<file path="src/rtl/alu_control_mul_seq_if.sv">
`default_nettype none
// ============================================================================
// Module  : alu_control_mul_seq_if
// Brief   : Decode-stage bus between control unit, ALU control and HI/LO path.
// Revision: 1.0
// ============================================================================
interface alu_control_mul_seq_if #(
  parameter int WIDTH = 32
);
  logic                 valid_in;
  logic                 flush;
  logic [1:0]           ALUOp;
  logic [5:0]           Funct;
  logic [WIDTH-1:0]     a;
  logic [WIDTH-1:0]     b;
  logic [3:0]           alucontrol;
  logic                 jr;
  logic                 sign;
  logic                 illegal;
  logic                 stall;
  logic                 mul_done;
  logic [2*WIDTH-1:0]   mul_result;

  modport master (
    output valid_in, flush, ALUOp, Funct, a, b,
    input  alucontrol, jr, sign, illegal, stall, mul_done, mul_result
  );

  modport slave (
    input  valid_in, flush, ALUOp, Funct, a, b,
    output alucontrol, jr, sign, illegal, stall, mul_done, mul_result
  );
endinterface
`default_nettype wire

</file>
<file path="src/rtl/alu_control_mul_seq.sv">
`default_nettype none
// ============================================================================
// Module  : alu_control_mul_seq
// Brief   : MIPS ALU control decode plus iterative shift-add MULT sequencer.
// Revision: 1.0
// ============================================================================
module alu_control_mul_seq #(
  parameter int WIDTH          = 32,
  parameter int BITS_PER_CYCLE = 1,
  parameter int SIGNED_MUL     = 1
) (
  input  wire logic              clk,
  input  wire logic              reset,
  alu_control_mul_seq_if.slave   bus
);

  localparam int N     = WIDTH / BITS_PER_CYCLE;
  localparam int CNT_W = (N > 1) ? $clog2(N) : 1;
  localparam int PW    = 2 * WIDTH;
  localparam int MW    = WIDTH + 1;

  typedef enum logic [1:0] {
    S_IDLE = 2'd0,
    S_BUSY = 2'd1,
    S_DONE = 2'd2
  } state_t;

  state_t           r_state;
  state_t           w_state_nxt;
  logic [CNT_W-1:0] r_cnt;
  logic [PW-1:0]    r_acc;
  logic [PW-1:0]    r_mcand;
  logic [MW-1:0]    r_mplier;
  logic             r_neg;
  logic [PW-1:0]    r_result;

  logic [3:0]       w_alucontrol;
  logic             w_jr;
  logic             w_sign;
  logic             w_illegal;
  logic             w_mul_req;
  logic [MW-1:0]    w_a_ext;
  logic [MW-1:0]    w_b_ext;
  logic [MW-1:0]    w_a_mag;
  logic [MW-1:0]    w_b_mag;
  logic             w_neg;
  logic [PW-1:0]    w_acc_next;
  logic [PW-1:0]    w_prod;
  logic             w_stall;
  logic             w_mul_done;

  // ---------------------------------------------------------------- decode
  always_comb begin
    w_alucontrol = 4'b0010;
    w_jr         = 1'b0;
    w_illegal    = 1'b0;
    w_sign       = (bus.ALUOp != 2'b11);
    case (bus.ALUOp)
      2'b00: w_alucontrol = 4'b0010;
      2'b01: w_alucontrol = 4'b0110;
      2'b11: w_alucontrol = 4'b0000;
      default: begin
        case (bus.Funct)
          6'd32:   w_alucontrol = 4'b0010;
          6'd34:   w_alucontrol = 4'b0110;
          6'd36:   w_alucontrol = 4'b0000;
          6'd37:   w_alucontrol = 4'b0001;
          6'd39:   w_alucontrol = 4'b1100;
          6'd42:   w_alucontrol = 4'b0111;
          6'd0:    w_alucontrol = 4'b0011;
          6'd24:   w_alucontrol = 4'b1111;
          6'd8: begin
            w_alucontrol = 4'b0010;
            w_jr         = 1'b1;
          end
          default: begin
            w_alucontrol = 4'b0010;
            w_illegal    = 1'b1;
          end
        endcase
      end
    endcase
  end

  assign w_mul_req = bus.valid_in && (bus.ALUOp == 2'b10) && (bus.Funct == 6'd24);

  // One extra bit keeps the magnitude of the most-negative operand representable.
  assign w_a_ext = (SIGNED_MUL != 0) ? {bus.a[WIDTH-1], bus.a} : {1'b0, bus.a};
  assign w_b_ext = (SIGNED_MUL != 0) ? {bus.b[WIDTH-1], bus.b} : {1'b0, bus.b};
  assign w_a_mag = ((SIGNED_MUL != 0) && bus.a[WIDTH-1]) ? -w_a_ext : w_a_ext;
  assign w_b_mag = ((SIGNED_MUL != 0) && bus.b[WIDTH-1]) ? -w_b_ext : w_b_ext;
  assign w_neg   = (SIGNED_MUL != 0) && (bus.a[WIDTH-1] ^ bus.b[WIDTH-1]);

  always_comb begin
    w_acc_next = r_acc;
    for (int i = 0; i < BITS_PER_CYCLE; i++) begin
      if (r_mplier[i]) begin
        w_acc_next = w_acc_next + (r_mcand << i);
      end
    end
  end

  assign w_prod = r_neg ? -r_acc : r_acc;

  // ---------------------------------------------------------------- FSM
  always_ff @(posedge clk or posedge reset) begin
    if (reset) begin
      r_state <= S_IDLE;
    end else begin
      r_state <= w_state_nxt;
    end
  end

  always_comb begin
    w_state_nxt = r_state;
    w_stall     = 1'b0;
    w_mul_done  = 1'b0;
    case (r_state)
      S_IDLE: begin
        w_stall = w_mul_req;
        if (w_mul_req) begin
          w_state_nxt = S_BUSY;
        end
      end
      S_BUSY: begin
        w_stall = 1'b1;
        if (r_cnt == CNT_W'(N - 1)) begin
          w_state_nxt = S_DONE;
        end
      end
      S_DONE: begin
        w_mul_done  = !bus.flush;
        w_state_nxt = S_IDLE;
      end
      default: w_state_nxt = S_IDLE;
    endcase
    if (bus.flush) begin
      w_state_nxt = S_IDLE;
    end
  end

  // ---------------------------------------------------------------- datapath
  always_ff @(posedge clk or posedge reset) begin
    if (reset) begin
      r_cnt    <= '0;
      r_acc    <= '0;
      r_mcand  <= '0;
      r_mplier <= '0;
      r_neg    <= 1'b0;
      r_result <= '0;
    end else if (!bus.flush) begin
      case (r_state)
        S_IDLE: begin
          if (w_mul_req) begin
            r_cnt    <= '0;
            r_acc    <= '0;
            r_mcand  <= {{(PW - MW){1'b0}}, w_a_mag};
            r_mplier <= w_b_mag;
            r_neg    <= w_neg;
          end
        end
        S_BUSY: begin
          r_acc    <= w_acc_next;
          r_mcand  <= r_mcand << BITS_PER_CYCLE;
          r_mplier <= r_mplier >> BITS_PER_CYCLE;
          r_cnt    <= r_cnt + CNT_W'(1);
        end
        S_DONE: begin
          r_result <= w_prod;
        end
        default: ;
      endcase
    end
  end

  // The product is visible combinationally during DONE and captured as it leaves.
  assign bus.alucontrol = w_alucontrol;
  assign bus.jr         = w_jr;
  assign bus.sign       = w_sign;
  assign bus.illegal    = w_illegal;
  assign bus.stall      = w_stall;
  assign bus.mul_done   = w_mul_done;
  assign bus.mul_result = w_mul_done ? w_prod : r_result;

endmodule
`default_nettype wire

</file>
<file path="src/flat_wrapper.sv">
// flat-port wrapper written by rule: the top's interface ports become plain ports
module alu_control_mul_seq_flat 
#(
  parameter int WIDTH          = 32,
  parameter int BITS_PER_CYCLE = 1,
  parameter int SIGNED_MUL     = 1
)
  (clk, reset, bus_valid_in, bus_flush, bus_ALUOp, bus_Funct, bus_a, bus_b, bus_alucontrol, bus_jr, bus_sign, bus_illegal, bus_stall, bus_mul_done, bus_mul_result);
  alu_control_mul_seq_if #(.WIDTH(WIDTH)) bus_i ();
  input  wire logic clk;
  input  wire logic reset;
  input wire logic [$bits(bus_i.valid_in)-1:0] bus_valid_in;
  input wire logic [$bits(bus_i.flush)-1:0] bus_flush;
  input wire logic [$bits(bus_i.ALUOp)-1:0] bus_ALUOp;
  input wire logic [$bits(bus_i.Funct)-1:0] bus_Funct;
  input wire logic [$bits(bus_i.a)-1:0] bus_a;
  input wire logic [$bits(bus_i.b)-1:0] bus_b;
  output wire logic [$bits(bus_i.alucontrol)-1:0] bus_alucontrol;
  output wire logic [$bits(bus_i.jr)-1:0] bus_jr;
  output wire logic [$bits(bus_i.sign)-1:0] bus_sign;
  output wire logic [$bits(bus_i.illegal)-1:0] bus_illegal;
  output wire logic [$bits(bus_i.stall)-1:0] bus_stall;
  output wire logic [$bits(bus_i.mul_done)-1:0] bus_mul_done;
  output wire logic [$bits(bus_i.mul_result)-1:0] bus_mul_result;
  assign bus_i.valid_in = bus_valid_in;
  assign bus_i.flush = bus_flush;
  assign bus_i.ALUOp = bus_ALUOp;
  assign bus_i.Funct = bus_Funct;
  assign bus_i.a = bus_a;
  assign bus_i.b = bus_b;
  assign bus_alucontrol = bus_i.alucontrol;
  assign bus_jr = bus_i.jr;
  assign bus_sign = bus_i.sign;
  assign bus_illegal = bus_i.illegal;
  assign bus_stall = bus_i.stall;
  assign bus_mul_done = bus_i.mul_done;
  assign bus_mul_result = bus_i.mul_result;
  alu_control_mul_seq #(.WIDTH(WIDTH), .BITS_PER_CYCLE(BITS_PER_CYCLE), .SIGNED_MUL(SIGNED_MUL)) u_core (.clk(clk), .reset(reset), .bus(bus_i));
endmodule
</file>
<file path="config.mk">
export PLATFORM = sky130hd
export DESIGN_NAME = alu_control_mul_seq_flat
export DESIGN_NICKNAME = d
export VERILOG_FILES = /design/src/rtl/alu_control_mul_seq_if.sv /design/src/rtl/alu_control_mul_seq.sv /design/src/flat_wrapper.sv
export SDC_FILE = /design/constraint.sdc
export NUM_CORES = 1
export LEC_CHECK = 0
export BUFFER_PORTS_ARGS = -buffer_cell sky130_fd_sc_hd__buf_4
export CAP_MARGIN = 20
export CORE_MARGIN = 5
export CORE_UTILIZATION = 65
export DETAILED_ROUTE_END_ITERATION = 10
export PLACE_DENSITY = 0.91
export SLEW_MARGIN = 25
export SYNTH_ARGS = -nofsm -noshare
export SYNTH_HDL_FRONTEND = slang
export SYNTH_SLANG_ARGS = --single-unit
export TNS_END_PERCENT = 20
</file>
<file path="constraint.sdc">
create_clock -name clk -period 13.73 [get_ports clk]
set_input_delay 1.373 -clock clk [delete_from_list [all_inputs] [get_ports clk]]
set_output_delay 1.373 -clock clk [all_outputs]
set_load 0.03 [all_outputs]
</file>
==> impl_metrics.ini <==
[run_status]
status = finished, final reports clean

[setup_path]
cp-end-kind = output pin
critPathBufInv = 1
r2r_start = u_core.r_mcand[0]
cp.depth = 11
cp_common_cell = nand3_1
r2r_slack_ps = 9360
timing.rr.end = u_core.r_acc[54]
critPathMaxStageDelay_ps = 660
path_max_fanout = 5
ff2ff_path_depth = 13
cp_slowest_cell = nor4_1
path_class = reg -> out
crit_chain = or4_1 -> nor2_1 -> nand3_1 -> nor4_1 -> nand2_1 -> nor3_1 -> nand3_1 -> o21ai_1 -> xor2_1 -> a21oi_1 -> buf_4
critical_path.top_delay_family = simple AND/OR/NAND/NOR gates
crit_required_ps = 12360
setup.worst_path.end = bus_mul_result[62]
start_kind = register
crit_path_start = u_core.r_acc[14]
arrival_ps = 4120

[clocking]
clockBufferDepth = 3
cts-root-buf = clkbuf_16
clk_latency_ps = 540
cts.sinks = 233
clk_pin_slew_ps = 60
cts_setup_buffers = 0
post_cts_resized = 0
htreeDepth = 1
numCtsBuffers = 27
postCtsHoldBufs = 0
cts_tree = yes

[logic_synthesis]
ys_ff_latch = 233
synth_compound_area_share_pct = 24.57
netlist_area_mm2 = 0.01541
async_flop_share_pct = 100.0
synth_fa_ha_area_share_pct = 5.649
synthXorXnorAreaFrac_pct = 9.943
syn_nets = 1973
synth_top_area_cell = dfrtp_1
synth-simple-area-share_pct = 18.43
ys.flop_type = dfrtp_1
synthTopCellsByArea = dfrtp_1 38%, xor2_1 7.8%, a21oi_1 6.9%
synth_top_family_by_area = compound AO/OA/AOI/OAI gates
synthMuxAreaShare_pct = 0.3977
syn_inst = 1828
avgSynthCellArea_um2 = 8.433
ys_types = 74
yosys_warnings = 0
synth_seq_area_share_pct = 37.82
synth-edff-count = 0
yosysTopAreaCellShare_pct = 37.82

[routing]
ant_nets = 0
drt_first_pass_iters = 5
routed_wl_um = 41960
drc_errors = 0
vias = 14340
drt_iter0_markers = 1514
via_per_inst = 6.377
wl_per_cell_um = 18.65

[run]
drv_cap = 0

[placement]
gp_congestion = 0.9878
post-dp-hpwl_um = 29770
dp_slack_ps = 9021
io_buffers = 148
dp.cells = 2201

[floorplan]
die_width_um = 164.0
start_util_pct = 65.87
die_h_um = 164.0
row_count = 56
io_pins = 149
die_area_mm2 = 0.02689
core_mm2 = 0.02340

[sta]
finalCritPeriodShare_pct = 40.04
skew_ps = 19.89
rsz0062_at_grt = no
tightest_slew_ps = 936.7
finalHoldViolations = 0
finalMaxSlewViolations = 0
min_period_ps = 5497
max_freq_mhz = 181.9
relSlewSlack_pct = 37.55
fin_tns_setup_ps = 0
finalSetupViolations = 0
timing.hold.ws_ps = 484.2
worst_slack_ps = 8233

[grt]
antenna_found_initial = 0
grt_pass1_wl_um = 68630
grt_max_degree = 129
grt_usage_pct = 30.87
grt_remaining_overflow = 0
grt_pass1_vias = 13720

[min_path]
hp-class = reg -> reg
hp-start = u_core.r_mplier[11]

[final_layout]
nets = 2056
instances_no_fill = 2249
syn_to_final_growth_pct = 13.82
fill_cells = 1709
antennaDiodeCount = 0
drive_above_1_share_pct = 12.90

[power]
irDropWorstVdd_v = 0.00008127
p_leak_nw = 8.170
power_per_cell_area_mw_per_mm2 = 94.63
[sequential cells by signal, indices dropped and copies added, names as in the netlist]
name             cells
u_core.r_mcand      64
u_core.r_neg         1
u_core.r_state       2
u_core.r_acc        64
u_core.r_mplier     33
u_core.r_cnt         5
u_core.r_result     64
[stage by stage]
| step | cell area [µm²] | power, mW | util, % |
|---|---|---|---|
| CTS | 17540 | 1.665 | 74.95 |
| global route | 17550 | 1.721 | 74.97 |
| floorplan | 15410 | 0.8730 | - |
| global placement | 16640 | 0.9418 | 71.12 |
| detailed placement | 16640 | 0.9506 | 71.12 |
| finish | 17550 | 1.660 | 74.97 |
[cell type report]
| type | instances | area [µm²] | share of cell area (%) |
|---|---|---|---|
| clock inverter | 13 | 108.9 | 0.6204 |
| inverter | 28 | 112.6 | 0.6418 |
| tap | 319 | 399.1 | 2.275 |
| multi-input combinational | 1465 | 9130 | 52.04 |
| timing repair buffer | 156 | 1175 | 6.696 |
| clock buffer | 35 | 785.8 | 4.478 |
| sequential | 233 | 5834 | 33.25 |
[worst min-delay path by stage]
| stage | depth (start not counted) | slack (ps) | end |
|---|---|---|---|
| 6_report | 2 | 480 | u_core.r_mplier[11] |
| 5_1_grt | 2 | 510 | u_core.r_mplier[26] |
| 4_1_cts | 2 | 490 | u_core.r_mplier[18] |
| 3_5_place_dp | 2 | 480 | u_core.r_mplier[18] |
| 3_3_place_gp | 2 | 460 | u_core.r_mplier[16] |
| 2_1_floorplan | 2 | 450 | u_core.r_mplier[10] |
[metal layers]
metal  routed length (µm)  track usage [%]  vias up
met3                 4162            5.922      108
met2                18480            47.86      719
met5                    0                0        -
met4                 1094            8.807        0
met1                18220            44.55     6774
li1                     -                -     6741
[cells in the mapped netlist, types with 5 or more instances]
master    number
a21o_1        38
a21oi_1      213
a22o_1        34
a31oi_1       12
and2_1         9
and3_1        11
buf_1          7
clkbuf_1      92
dfrtp_1      233
ha_1          68
inv_1         28
mux2i_1        5
nand2_1      226
nand2b_1      17
nand3_1       22
nand4_1       27
nor2_1       177
nor2b_1       14
nor3_1        21
nor4_1        14
o211ai_1       6
o21a_1        11
o21ai_0      163
o21ai_1        6
o21bai_1      12
o22ai_1       26
o31ai_1       40
o41ai_1       16
or2_2          6
or3_1         20
or4_1          7
xnor2_1       37
xor2_1       138
[placed cells by master (no fill, tap or decap), types with 5 or more instances in the layout]
| cell type | Yosys | final |
|---|---|---|
| xnor2_1 | 37 | 37 |
| or4_1 | 7 | 7 |
| ha_1 | 68 | 68 |
| nor2_1 | 177 | 175 |
| clkbuf_8 | 0 | 8 |
| nand3_1 | 22 | 22 |
| o211ai_1 | 6 | 6 |
| mux2i_1 | 5 | 5 |
| nand4_1 | 27 | 27 |
| o21ai_1 | 6 | 6 |
| a21o_1 | 38 | 38 |
| nor4_1 | 14 | 14 |
| a21oi_1 | 213 | 213 |
| and2_1 | 9 | 9 |
| nand2b_1 | 17 | 16 |
| dfrtp_1 | 233 | 232 |
| o21a_1 | 11 | 11 |
| or2_2 | 6 | 6 |
| a22o_1 | 34 | 34 |
| o41ai_1 | 16 | 16 |
| clkinv_2 | 0 | 6 |
| and3_1 | 11 | 11 |
| o21bai_1 | 12 | 12 |
| nand2_1 | 226 | 225 |
| nor2b_1 | 14 | 13 |
| or3_1 | 20 | 20 |
| o21ai_0 | 163 | 163 |
| o22ai_1 | 26 | 26 |
| inv_1 | 28 | 27 |
| nor3_1 | 21 | 20 |
| o31ai_1 | 40 | 40 |
| xor2_1 | 138 | 138 |
| clkbuf_16 | 0 | 27 |
| buf_4 | 0 | 155 |
| a31oi_1 | 12 | 12 |
[cell families after synthesis]
logic type | count (synthesis)
AOI/OAI and AO/OA | 618
and+or+nand+nor | 597
DFF | 233
xor gates and xnor gates | 175
buffers and inverters | 130
adders and majority gates | 69
muxes | 6
[where the power goes]
part           total (mW)  internal (mW)  switching [mW]  leakage (nW)
registers           0.733          0.712          0.0216          3.12
clock network       0.718          0.421           0.297         0.441
logic               0.209         0.0795           0.129          4.61
[worst reg2reg max path, delay by kind of cell (launching register included)]
family	cells	cell delay [ps]
buffers and inverters	1	80
DFF	1	490
and+or+nand+nor	1	200
adders and majority gates	2	730
AOI/OAI and AO/OA	8	2550
xor gates and xnor gates	1	170
(Power assumes the default switching activity.)
